--- src/rtl/mem_arbiter.sv ---
// Two-master (IFU/LSU) arbiter for a single memory port: one transaction in flight,
// round-robin on ties, per-transaction timeout that returns an error response.
module mem_arbiter #(
  parameter int unsigned ADDR_W  = 32,
  parameter int unsigned DATA_W  = 32,
  parameter int unsigned TIMEOUT = 255
) (
  input  logic                  clk,
  input  logic                  rst,
  input  logic                  ifu_req_valid,
  output logic                  ifu_req_ready,
  input  logic [ADDR_W-1:0]     ifu_req_addr,
  output logic                  ifu_rsp_valid,
  output logic [DATA_W-1:0]     ifu_rsp_rdata,
  output logic                  ifu_rsp_err,
  input  logic                  lsu_req_valid,
  output logic                  lsu_req_ready,
  input  logic                  lsu_req_wen,
  input  logic [ADDR_W-1:0]     lsu_req_addr,
  input  logic [DATA_W-1:0]     lsu_req_wdata,
  input  logic [DATA_W/8-1:0]   lsu_req_wmask,
  output logic                  lsu_rsp_valid,
  output logic [DATA_W-1:0]     lsu_rsp_rdata,
  output logic                  lsu_rsp_err,
  output logic                  mem_req_valid,
  input  logic                  mem_req_ready,
  output logic                  mem_req_wen,
  output logic [ADDR_W-1:0]     mem_req_addr,
  output logic [DATA_W-1:0]     mem_req_wdata,
  output logic [DATA_W/8-1:0]   mem_req_wmask,
  input  logic                  mem_rsp_valid,
  input  logic [DATA_W-1:0]     mem_rsp_rdata,
  input  logic                  mem_rsp_err,
  output logic                  grant_lsu
);

  localparam int unsigned WMASK_W = DATA_W / 8;
  localparam int unsigned CNT_W   = (TIMEOUT > 0) ? $clog2(TIMEOUT + 1) : 1;
  localparam logic [CNT_W-1:0] CNT_LAST = (TIMEOUT > 0) ? CNT_W'(TIMEOUT - 1) : '0;
  localparam logic [CNT_W-1:0] CNT_MAX  = '1;

  localparam logic [1:0] IDLE  = 2'd0;
  localparam logic [1:0] ISSUE = 2'd1;
  localparam logic [1:0] WAIT  = 2'd2;
  localparam logic [1:0] RESP  = 2'd3;

  logic [1:0]         state_q, state_d;
  logic               last_grant_q;
  logic               grant_lsu_q;
  logic               wen_q;
  logic [ADDR_W-1:0]  addr_q;
  logic [DATA_W-1:0]  wdata_q;
  logic [WMASK_W-1:0] wmask_q;
  logic [DATA_W-1:0]  rdata_q;
  logic               err_q;
  logic [CNT_W-1:0]   cnt_q;

  logic accept_c;
  logic grant_c;
  logic rsp_hit_c;
  logic timeout_c;

  assign timeout_c = (TIMEOUT != 0) && (cnt_q == CNT_LAST);

  // State register
  always_ff @(posedge clk or negedge rst) begin
    if (!rst) state_q <= IDLE;
    else      state_q <= state_d;
  end

  // Next state and arbitration; a response in the timeout cycle takes precedence
  always_comb begin
    state_d   = state_q;
    accept_c  = 1'b0;
    grant_c   = 1'b0;
    rsp_hit_c = 1'b0;
    case (state_q)
      IDLE: begin
        if (ifu_req_valid || lsu_req_valid) begin
          accept_c = 1'b1;
          grant_c  = (ifu_req_valid && lsu_req_valid) ? ~last_grant_q : lsu_req_valid;
          state_d  = ISSUE;
        end
      end
      ISSUE: begin
        if (timeout_c)          state_d = RESP;
        else if (mem_req_ready) state_d = WAIT;
      end
      WAIT: begin
        if (mem_rsp_valid) begin
          rsp_hit_c = 1'b1;
          state_d   = RESP;
        end else if (timeout_c) begin
          state_d = RESP;
        end
      end
      RESP:    state_d = IDLE;
      default: state_d = IDLE;
    endcase
  end

  // Request latch, timeout counter and response capture
  always_ff @(posedge clk or negedge rst) begin
    if (!rst) begin
      last_grant_q <= 1'b1;
      grant_lsu_q  <= 1'b0;
      wen_q        <= 1'b0;
      addr_q       <= '0;
      wdata_q      <= '0;
      wmask_q      <= '0;
      rdata_q      <= '0;
      err_q        <= 1'b0;
      cnt_q        <= '0;
    end else begin
      if (accept_c) begin
        last_grant_q <= grant_c;
        grant_lsu_q  <= grant_c;
        if (grant_c) begin
          wen_q   <= lsu_req_wen;
          addr_q  <= lsu_req_addr;
          wdata_q <= lsu_req_wdata;
          wmask_q <= lsu_req_wmask;
        end else begin
          wen_q   <= 1'b0;
          addr_q  <= ifu_req_addr;
          wdata_q <= '0;
          wmask_q <= '0;
        end
      end

      if (accept_c)
        cnt_q <= '0;
      else if ((state_q == ISSUE || state_q == WAIT) && cnt_q != CNT_MAX)
        cnt_q <= cnt_q + CNT_W'(1);

      if (rsp_hit_c) begin
        rdata_q <= (last_grant_q && wen_q) ? '0 : mem_rsp_rdata;
        err_q   <= mem_rsp_err;
      end else if (state_d == RESP && state_q != RESP) begin
        rdata_q <= '0;
        err_q   <= 1'b1;
      end
    end
  end

  // Ready is only ever offered in IDLE, and never while reset is asserted
  assign ifu_req_ready = rst && accept_c && !grant_c;
  assign lsu_req_ready = rst && accept_c && grant_c;

  assign mem_req_valid = (state_q == ISSUE);
  assign mem_req_wen   = wen_q;
  assign mem_req_addr  = addr_q;
  assign mem_req_wdata = wdata_q;
  assign mem_req_wmask = wmask_q;

  assign ifu_rsp_valid = (state_q == RESP) && !last_grant_q;
  assign lsu_rsp_valid = (state_q == RESP) && last_grant_q;
  assign ifu_rsp_rdata = ifu_rsp_valid ? rdata_q : '0;
  assign lsu_rsp_rdata = lsu_rsp_valid ? rdata_q : '0;
  assign ifu_rsp_err   = ifu_rsp_valid && err_q;
  assign lsu_rsp_err   = lsu_rsp_valid && err_q;

  assign grant_lsu = grant_lsu_q;

endmodule

--- config.mk ---
export PLATFORM = sky130hd
export DESIGN_NAME = mem_arbiter
export DESIGN_NICKNAME = d
export VERILOG_FILES = /design/src/rtl/mem_arbiter.sv
export SDC_FILE = /design/constraint.sdc
export NUM_CORES = 1
export LEC_CHECK = 0
export CAP_MARGIN = 20
export CORE_MARGIN = 2
export CORE_UTILIZATION = 41
export CTS_CLUSTER_SIZE = 25
export DETAILED_ROUTE_END_ITERATION = 7
export PLACE_DENSITY = 0.84
export SYNTH_ARGS = -nofsm -noshare
export SYNTH_HDL_FRONTEND = slang
export SYNTH_SLANG_ARGS = --single-unit
export TNS_END_PERCENT = 50
--- constraint.sdc ---
create_clock -name clk -period 2.3 [get_ports clk]
set_input_delay 0.46 -clock clk [delete_from_list [all_inputs] [get_ports clk]]
set_output_delay 0.46 -clock clk [all_outputs]
set_load 0.05 [all_outputs]
# == Word-level counts from Yosys, hierarchy flattened ==
# Cells that the tools add are included.
# totals
in_bits,140
memories,0
mem_bits_ro,0
output_inout_bits,141
latch_bits,0
elab_cells,63
reg_bits,114
ramBits,0
# classes
mux,26
mul,0
addsub,1
bitwise,1
n_shift,0
magnitude_cmp,0
reduce_logical,18
eq_ne,7
div,0
# op_table
operator,count
32-bit two-way mux,7
8-bit two-way mux,2
1-bit logical AND,11
1-bit two-way mux,10
2-bit two-way mux,5
8-bit by 1-bit adder with 8-bit output (second input constant),1
8-bit == test (second input constant),1
8-bit inequality test (second input constant),1
2-bit case mux with 4 select lines,1
2-bit == test (second input constant),3
4-bit two-way mux,1
2-bit nonzero test,2
2-bit by 1-bit == test with 1-bit output (second input constant),1
1-bit logical NOT,2
2-bit logical NOT,1
1-bit logical OR,2
2-bit inequality test (second input constant),1
1-bit inverter,1

# == Depth between registers and ports, before layout ==
# Gate-level depths: netlist of the first run.
# depth
word_depth,8
depth_mapped,8
ltp_nobuf,6

# == Worst setup path before layout of the first run ==
# Ideal clock, no wire load.
# synth_path
path_type,reg-to-output
startpoint,register state_q[0]
endpoint,output port lsu_req_ready
path_buffers,1
stages_incl_launch_ff,8
setup_slack_ns,-0.234
required_ns,1.840
t_arrival_ns,2.074
cell_sequence,dfrtp_1 > inv_1 > ha_1 > clkbuf_1 > inv_1 > nor2_1 > nand2_1 > nor2_1
# synth_via
elab_chain_len,4
word_cells_on_any_way,5
classes_between,mux: 2; reduce/logical: 3
# synth_rtl
item,line_no,source
"start, declared",47,"logic [1:0] state_q, state_d;"
"start signal, assigned",68,else state_q <= state_d;
2-bit logical NOT *,77,case (state_q)
1-bit two-way mux,77,
1-bit logical AND,148,assign lsu_req_ready = rst && accept_c && grant_c;
1-bit logical AND *,148,
"end, declared",17,"output logic lsu_req_ready,"
# Mark *: on every way between the ends. The rest lies on a longest branch, timed or not.

# == Worst setup path in the final report of the first run ==
# layout_path
startpoint,register state_q[0]
endpoint,output port ifu_rsp_rdata[10]
# layout_via
elab_chain_len,3
# layout_rtl
item,line_no,source
2-bit == test,156,assign ifu_rsp_valid = (state_q == RESP) && !last_grant_q;
1-bit logical AND,156,
32-bit two-way mux,158,assign ifu_rsp_rdata = ifu_rsp_valid ? rdata_q : '0;
"end, declared",14,"output logic [DATA_W-1:0] ifu_rsp_rdata,"
# Every way passes these cells.

==> flow_summary.json, run 1 <==
{
  "antenna_found_initial": 0,
  "synth_common_cells": "dfrtp_1, nand2_1, clkbuf_1, a22o_1, and3_1",
  "numPortBuffers": 280,
  "wl_met3_um": 1572,
  "syn_area_um2": 5685,
  "min_period_ns": 2.246,
  "vias": 5577,
  "multi_input_area_um2": 2643,
  "initial_core_util_pct": 41.44,
  "r2r_cells": 5,
  "viasPerCell": 5.577,
  "endpoint_kind": "primary output",
  "numCtsBuffers": 17,
  "ys_types": 38,
  "fin_nets": 954,
  "tightest_slew_ns": 0.6183,
  "io_pins": 281,
  "synth_area_leaders": "dfrtp_1, a41oi_2, a22o_1",
  "cp_slowest_cell": "dfrtp_2",
  "clock_path_buffers": 2,
  "holdWs_ns": 0.4508,
  "drt_drc_violations_left": 0,
  "hold_viol_final": 0,
  "worstPathMaxFanout": 17,
  "cts_tree": "done",
  "worstPathCellList": "ha_4 > nor2b_4 > clkbuf_16 > and2_1 > buf_12",
  "wl_per_cell_um": 19.31,
  "clock_skew_ns": 0.009886,
  "synth.most_common_cell": "dfrtp_1",
  "power_density_nw_per_um2": 1292,
  "synth_edf_count": 0,
  "cp_data_required_time_ns": 1.84,
  "ys_ff_latch": 114,
  "clk_latency_ns": 0.40,
  "dieHeight_um": 121.8,
  "ys_warn_count": 0,
  "met2_length_um": 9809,
  "fin_area_um2": 10110,
  "ys.flop_type": "dfrtp_1",
  "die_w_um": 121.8,
  "ant_nets": 0,
  "syn2layout_area_growth_pct": 77.84,
  "fmaxAchievable_mhz": 445.2,
  "grtUsageTotal_pct": 25.72,
  "synth.top_cell.area_share_pct": 49.74,
  "crit_family": "flip-flops",
  "clk_pin_slew_ns": 0.05,
  "hp-class": "input pin to async pin",
  "wl_met1_um": 7439,
  "timing.final.ws_setup_ns": 0.05383,
  "ys_seq_area_share_pct": 50.20,
  "startpoint_type": "flip-flop",
  "root_buffer": "clkbuf_16",
  "routed_wl_um": 19310,
  "power_mw": 13.07,
  "worst-path-buf-inv": 2,
  "fin_crit_sh_pct": 97.66,
  "core_um2": 13720,
  "setup_viol": 0,
  "syn_avg_cell_area_um2": 10.61,
  "tns_ns": 0,
  "dp_slack_ns": 0.1307,
  "dpl_cell_area_um2": 9420,
  "final-seq-area_um2": 2860,
  "highest_layer": "met4",
  "post-dp-hpwl_um": 13920,
  "max-vdd-ir-drop_mv": 0.7578,
  "crit_cells": 5,
  "drv_slew": 0,
  "drive_above_1_share_pct": 22.32,
  "status": "finished clean",
  "max_slew_margin_pct": 58.78,
  "initialDrtViolationCount": 431,
  "grt_max_degree": 112,
  "crit_type": "flip-flop to primary output",
  "slowest_delay_ns": 0.44,
  "place_congestion": 0.8611,
  "rows": 43,
  "overflow": 0,
  "cts_htree_levels": 4,
  "grt_pass1_wl_um": 29970,
  "cts_sinks": 114,
  "dr.pass1.iters": 5,
  "maxCapViolCount": 0,
  "arrival_ns": 1.79,
  "synthArstFlopShare_pct": 100.0,
  "syn_nets": 683,
  "netlist_instances": 536,
  "grt_pass1_vias": 5753,
  "dieArea_um2": 14830,
  "p_leak_nw": 4.222,
  "n_antenna_cell": 0,
  "yosysTopAreaCell": "dfrtp_1",
  "fillers": 868
}
[cell usage in the layout, fill, tap and decap left out, types with 3 or more instances in the layout]
master,instances
clkdlybuf4s50_1,207
dfrtp_1,111
buf_12,77
nand2_1,70
a22o_1,37
and3_1,35
and2_1,32
a22oi_1,32
o22ai_1,32
o21ai_0,32
a41oi_2,29
clkbuf_16,18
buf_4,17
nor2_1,7
nor3_1,5
ha_1,5
xnor2_1,4
inv_6,4
clkinv_4,4
inv_1,3
and2_4,3
a211oi_1,3
a41oi_1,3
nand4_1,3
a21oi_1,3
clkinv_2,3
[final cells by class]
cell class	count	share of cell area, %
clock buffer	18	4.344
tap	180	2.227
multi-input combinational	365	26.14
timing repair buffer	305	37.57
sequential	114	28.29
inverter	4	0.1485
clock inverter	14	1.287
[routing by layer]
layer,vias up,track usage [%]
met5,-,0
met4,0,9.052
met3,43,7.865
met2,278,44.59
met1,2708,30.16
li1,2548,-
[registers in the layout, summed over array words and instances (netlist names)]
register and cells:
rdata_q 32, mem_req_wdata 32, err_q 1, state_q 2
last_grant_q 1, mem_req_addr 32, mem_req_wmask 4, cnt_q 8
grant_lsu 1, mem_req_wen 1
[metrics by stage]
| step | cells | utilization, % |
|---|---|---|
| floorplan | 536 | - |
| global placement | 961 | 68.66 |
| detailed placement | 961 | 68.66 |
| CTS | 994 | 73.04 |
| global route | 1000 | 73.70 |
| finish | 1000 | 73.70 |
[final timing paths]
check | from | endpoint | slack [ns]
worst max-delay path | state_q[0] | ifu_rsp_rdata[10] | 0.05
worst min-delay path | rst | mem_req_addr[28] | 0.45
min in group clk | mem_req_addr[15] | mem_req_addr[15] | 0.48
worst max register to register | cnt_q[2] | rdata_q[29] | 0.36
max in group asynchronous | rst | state_q[1] | 1.03
worst min register to register | mem_req_addr[15] | mem_req_addr[15] | 0.48
[logic make-up (layout without fill, tap and decap cells)]
| family | after synthesis | count (layout) | synth area share, % |
|---|---|---|---|
| fa+ha+maj | 7 | 7 | 1.540 |
| mux | 2 | 2 | 0.3741 |
| flops | 114 | 114 | 50.20 |
| compound gates | 183 | 183 | 27.27 |
| xor+xnor | 5 | 5 | 0.7702 |
| buf+inv | 57 | 341 | 4.775 |
| simple gates | 168 | 168 | 15.07 |
[power breakdown]
| part | switching [mW] | internal [mW] |
|---|---|---|
| clock network | 0.984 | 1.53 |
| registers | 0.578 | 2.79 |
| logic | 4.51 | 2.68 |
[repair_timing]
action	4_1_cts	5_1_grt
hold endpoints to repair	3	0
resized for setup	8	7
buffers inserted	0	5
cloned	0	1
hold buffers	1	0
pin swaps	0	1
setup endpoints to repair	68	69
No activity file was read; power rests on OpenSTA's default activity.
==> inputs of run 2 (changes only) <==
--- a/config.mk
+++ b/config.mk
@@ -7,10 +7,11 @@
 export LEC_CHECK = 0
 export CAP_MARGIN = 20
 export CORE_MARGIN = 2
-export CORE_UTILIZATION = 41
+export CORE_UTILIZATION = 44
 export CTS_CLUSTER_SIZE = 25
 export DETAILED_ROUTE_END_ITERATION = 7
-export PLACE_DENSITY = 0.84
+export PLACE_DENSITY = 0.9
+export SLEW_MARGIN = 20
 export SYNTH_ARGS = -nofsm -noshare
 export SYNTH_HDL_FRONTEND = slang
 export SYNTH_SLANG_ARGS = --single-unit
==> constraint.sdc (replaced) <==
create_clock -name clk -period 2.6 [get_ports clk]
set_input_delay 0.52 -clock clk [delete_from_list [all_inputs] [get_ports clk]]
set_output_delay 0.52 -clock clk [all_outputs]
set_load 0.05 [all_outputs]
==> flow_summary.json, run 2 (synthesized netlist as in run 1, its figures left out) <==
{
  "root_buffer": "clkbuf_16",
  "setup_viol": 0,
  "top_usage_layer": "met2",
  "wl_per_cell_um": 18.97,
  "vias": 5509,
  "initialDrtViolationCount": 351,
  "place_congestion": 0.9327,
  "hold_viol_final": 0,
  "layout_common_cells": "clkdlybuf4s50_1, dfrtp_1, buf_12, nand2_1, a22o_1",
  "p_int_mw": 6.070,
  "post-dp-hpwl_um": 13830,
  "status": "finished clean",
  "fin_area_um2": 9958,
  "crit_type": "flip-flop to primary output",
  "grt_pass1_wl_um": 30300,
  "dp_slack_ns": 0.2095,
  "ant_nets": 0,
  "clk_pin_slew_ns": 0.06,
  "drv_slew": 0,
  "grtUsageTotal_pct": 27.38,
  "worstPathMaxFanout": 8,
  "hp-class": "input pin to async pin",
  "clock_power_share_pct": 19.1,
  "cp_data_required_time_ns": 2.08,
  "grt_max_degree": 104,
  "power_density_nw_per_um2": 1142,
  "fmaxAchievable_mhz": 399.6,
  "clock_path_buffers": 2,
  "tightest_slew_ns": 0.9643,
  "arrival_ns": 1.98,
  "combPwrFrac_pct": 55.0,
  "numPortBuffers": 280,
  "numCtsBuffers": 17,
  "fin_nets": 946,
  "cts_tree": "done",
  "cts_sinks": 114,
  "use_met3_pct": 7.316,
  "routed_wl_um": 18670,
  "p_leak_nw": 4.158,
  "ff2ff_setup_slack_ns": 0.51,
  "cts_htree_levels": 4,
  "timing.final.ws_setup_ns": 0.09760,
  "dpl_cell_area_um2": 9378,
  "viasPerCell": 5.599,
  "rows": 41,
  "dieHeight_um": 117.7,
  "max_slew_margin_pct": 35.72,
  "met1_usage_pct": 29.48,
  "met2_usage_pct": 49.96,
  "cts_hold_buf": 0,
  "min_period_ns": 2.502,
  "pwr-share-seq_pct": 25.9,
  "p_sw_mw": 5.305,
  "initial_core_util_pct": 45.05,
  "max-vdd-ir-drop_mv": 0.7962,
  "startpoint_type": "flip-flop",
  "netSwitchingFraction_pct": 46.64,
  "antenna_found_initial": 0,
  "syn2layout_area_growth_pct": 75.15,
  "clock_skew_ns": 0.008935,
  "final_util_pct": 78.91,
  "overflow": 0,
  "n_antenna_cell": 0,
  "die_w_um": 117.7,
  "dr.pass1.iters": 5,
  "grt_pass1_vias": 5820,
  "fillers": 787,
  "clk_latency_ns": 0.41,
  "dieArea_um2": 13850,
  "power_mw": 11.38,
  "final_common_cell": "clkdlybuf4s50_1",
  "drt_drc_violations_left": 0,
  "maxCapViolCount": 0,
  "fin_crit_sh_pct": 96.25,
  "drive_above_1_share_pct": 20.20,
  "io_pins": 281,
  "core_um2": 12620,
  "endpoint_kind": "primary output"
}
[run 2: stage by stage]
stage / cells / TNS [ns] / hold slack (ns)
floorplan: 536 / 0 / 0.2244
global placement: 952 / 0 / 0.4587
detailed placement: 952 / 0 / 0.4713
CTS: 984 / 0 / 0.1840
global route: 984 / -0.002785 / 0.2163
finish: 984 / 0 / 0.1856
[run 2: routing by layer]
metal	wire length [µm]	share of wire, %
met1	6787	36
met2	9830	53
met3	1337	7.2
met4	715	3.8
met5	0	0
[run 2: area by class of cell]
type / count / area, µm² / share of cell area (%)
repair buffers: 297 / 3694 / 37.09
clock buffers: 17 / 425.4 / 4.272
flip-flops and latches: 114 / 2854 / 28.66
clock inverters: 15 / 137.6 / 1.382
multi-input cells: 365 / 2618 / 26.28
well taps: 172 / 215.2 / 2.161
inverters: 4 / 15.01 / 0.1508
[run 2: worst max-delay path, stage by stage, from the launching register on]
cell,delay (ns)
dfrtp_1,0.45
inv_1,0.18
ha_4,0.22
inv_1,0.10
nor2_1,0.18
nand2_1,0.11
nor2_2,0.17
buf_12,0.16
[run 2: path summary, 6_finish.rpt]
kind / startpoint / to / cells after the start
worst min-delay path: rst / mem_req_addr[26] / 2
min in group clk: mem_req_addr[1] / mem_req_addr[1] / 2
worst max-delay path: state_q[0] / lsu_req_ready / 7
worst max register to register: state_q[0] / rdata_q[31] / 7
worst min register to register: mem_req_addr[1] / mem_req_addr[1] / 2
max in group asynchronous: rst / mem_req_wdata[6] / 2
[run 2: power groups by stage]
stage | logic, mW | clock network (mW) | registers, mW
floorplan | 2.45 | 0 | 4.41
global placement | 6.02 | 0 | 2.91
detailed placement | 6.22 | 0 | 2.96
CTS | 6.26 | 2.21 | 2.94
global route | 6.58 | 2.31 | 3.03
finish | 6.26 | 2.17 | 2.95
[run 2: what timing repair did]
| action | in CTS | in global routing |
|---|---|---|
| pin swaps | 0 | 0 |
| setup buffers | 0 | 0 |
| endpoints found under the setup margin | 2 | 3 |
| gates resized for setup | 2 | 2 |
| cloned | 0 | 0 |
==> inputs of run 3 (changes only) <==
--- a/config.mk
+++ b/config.mk
@@ -15,4 +15,3 @@
 export SYNTH_ARGS = -nofsm -noshare
 export SYNTH_HDL_FRONTEND = slang
 export SYNTH_SLANG_ARGS = --single-unit
-export TNS_END_PERCENT = 50
==> results of run 3 <==
Same layout as run 2: the final DEF is identical, and so are final timing and power.
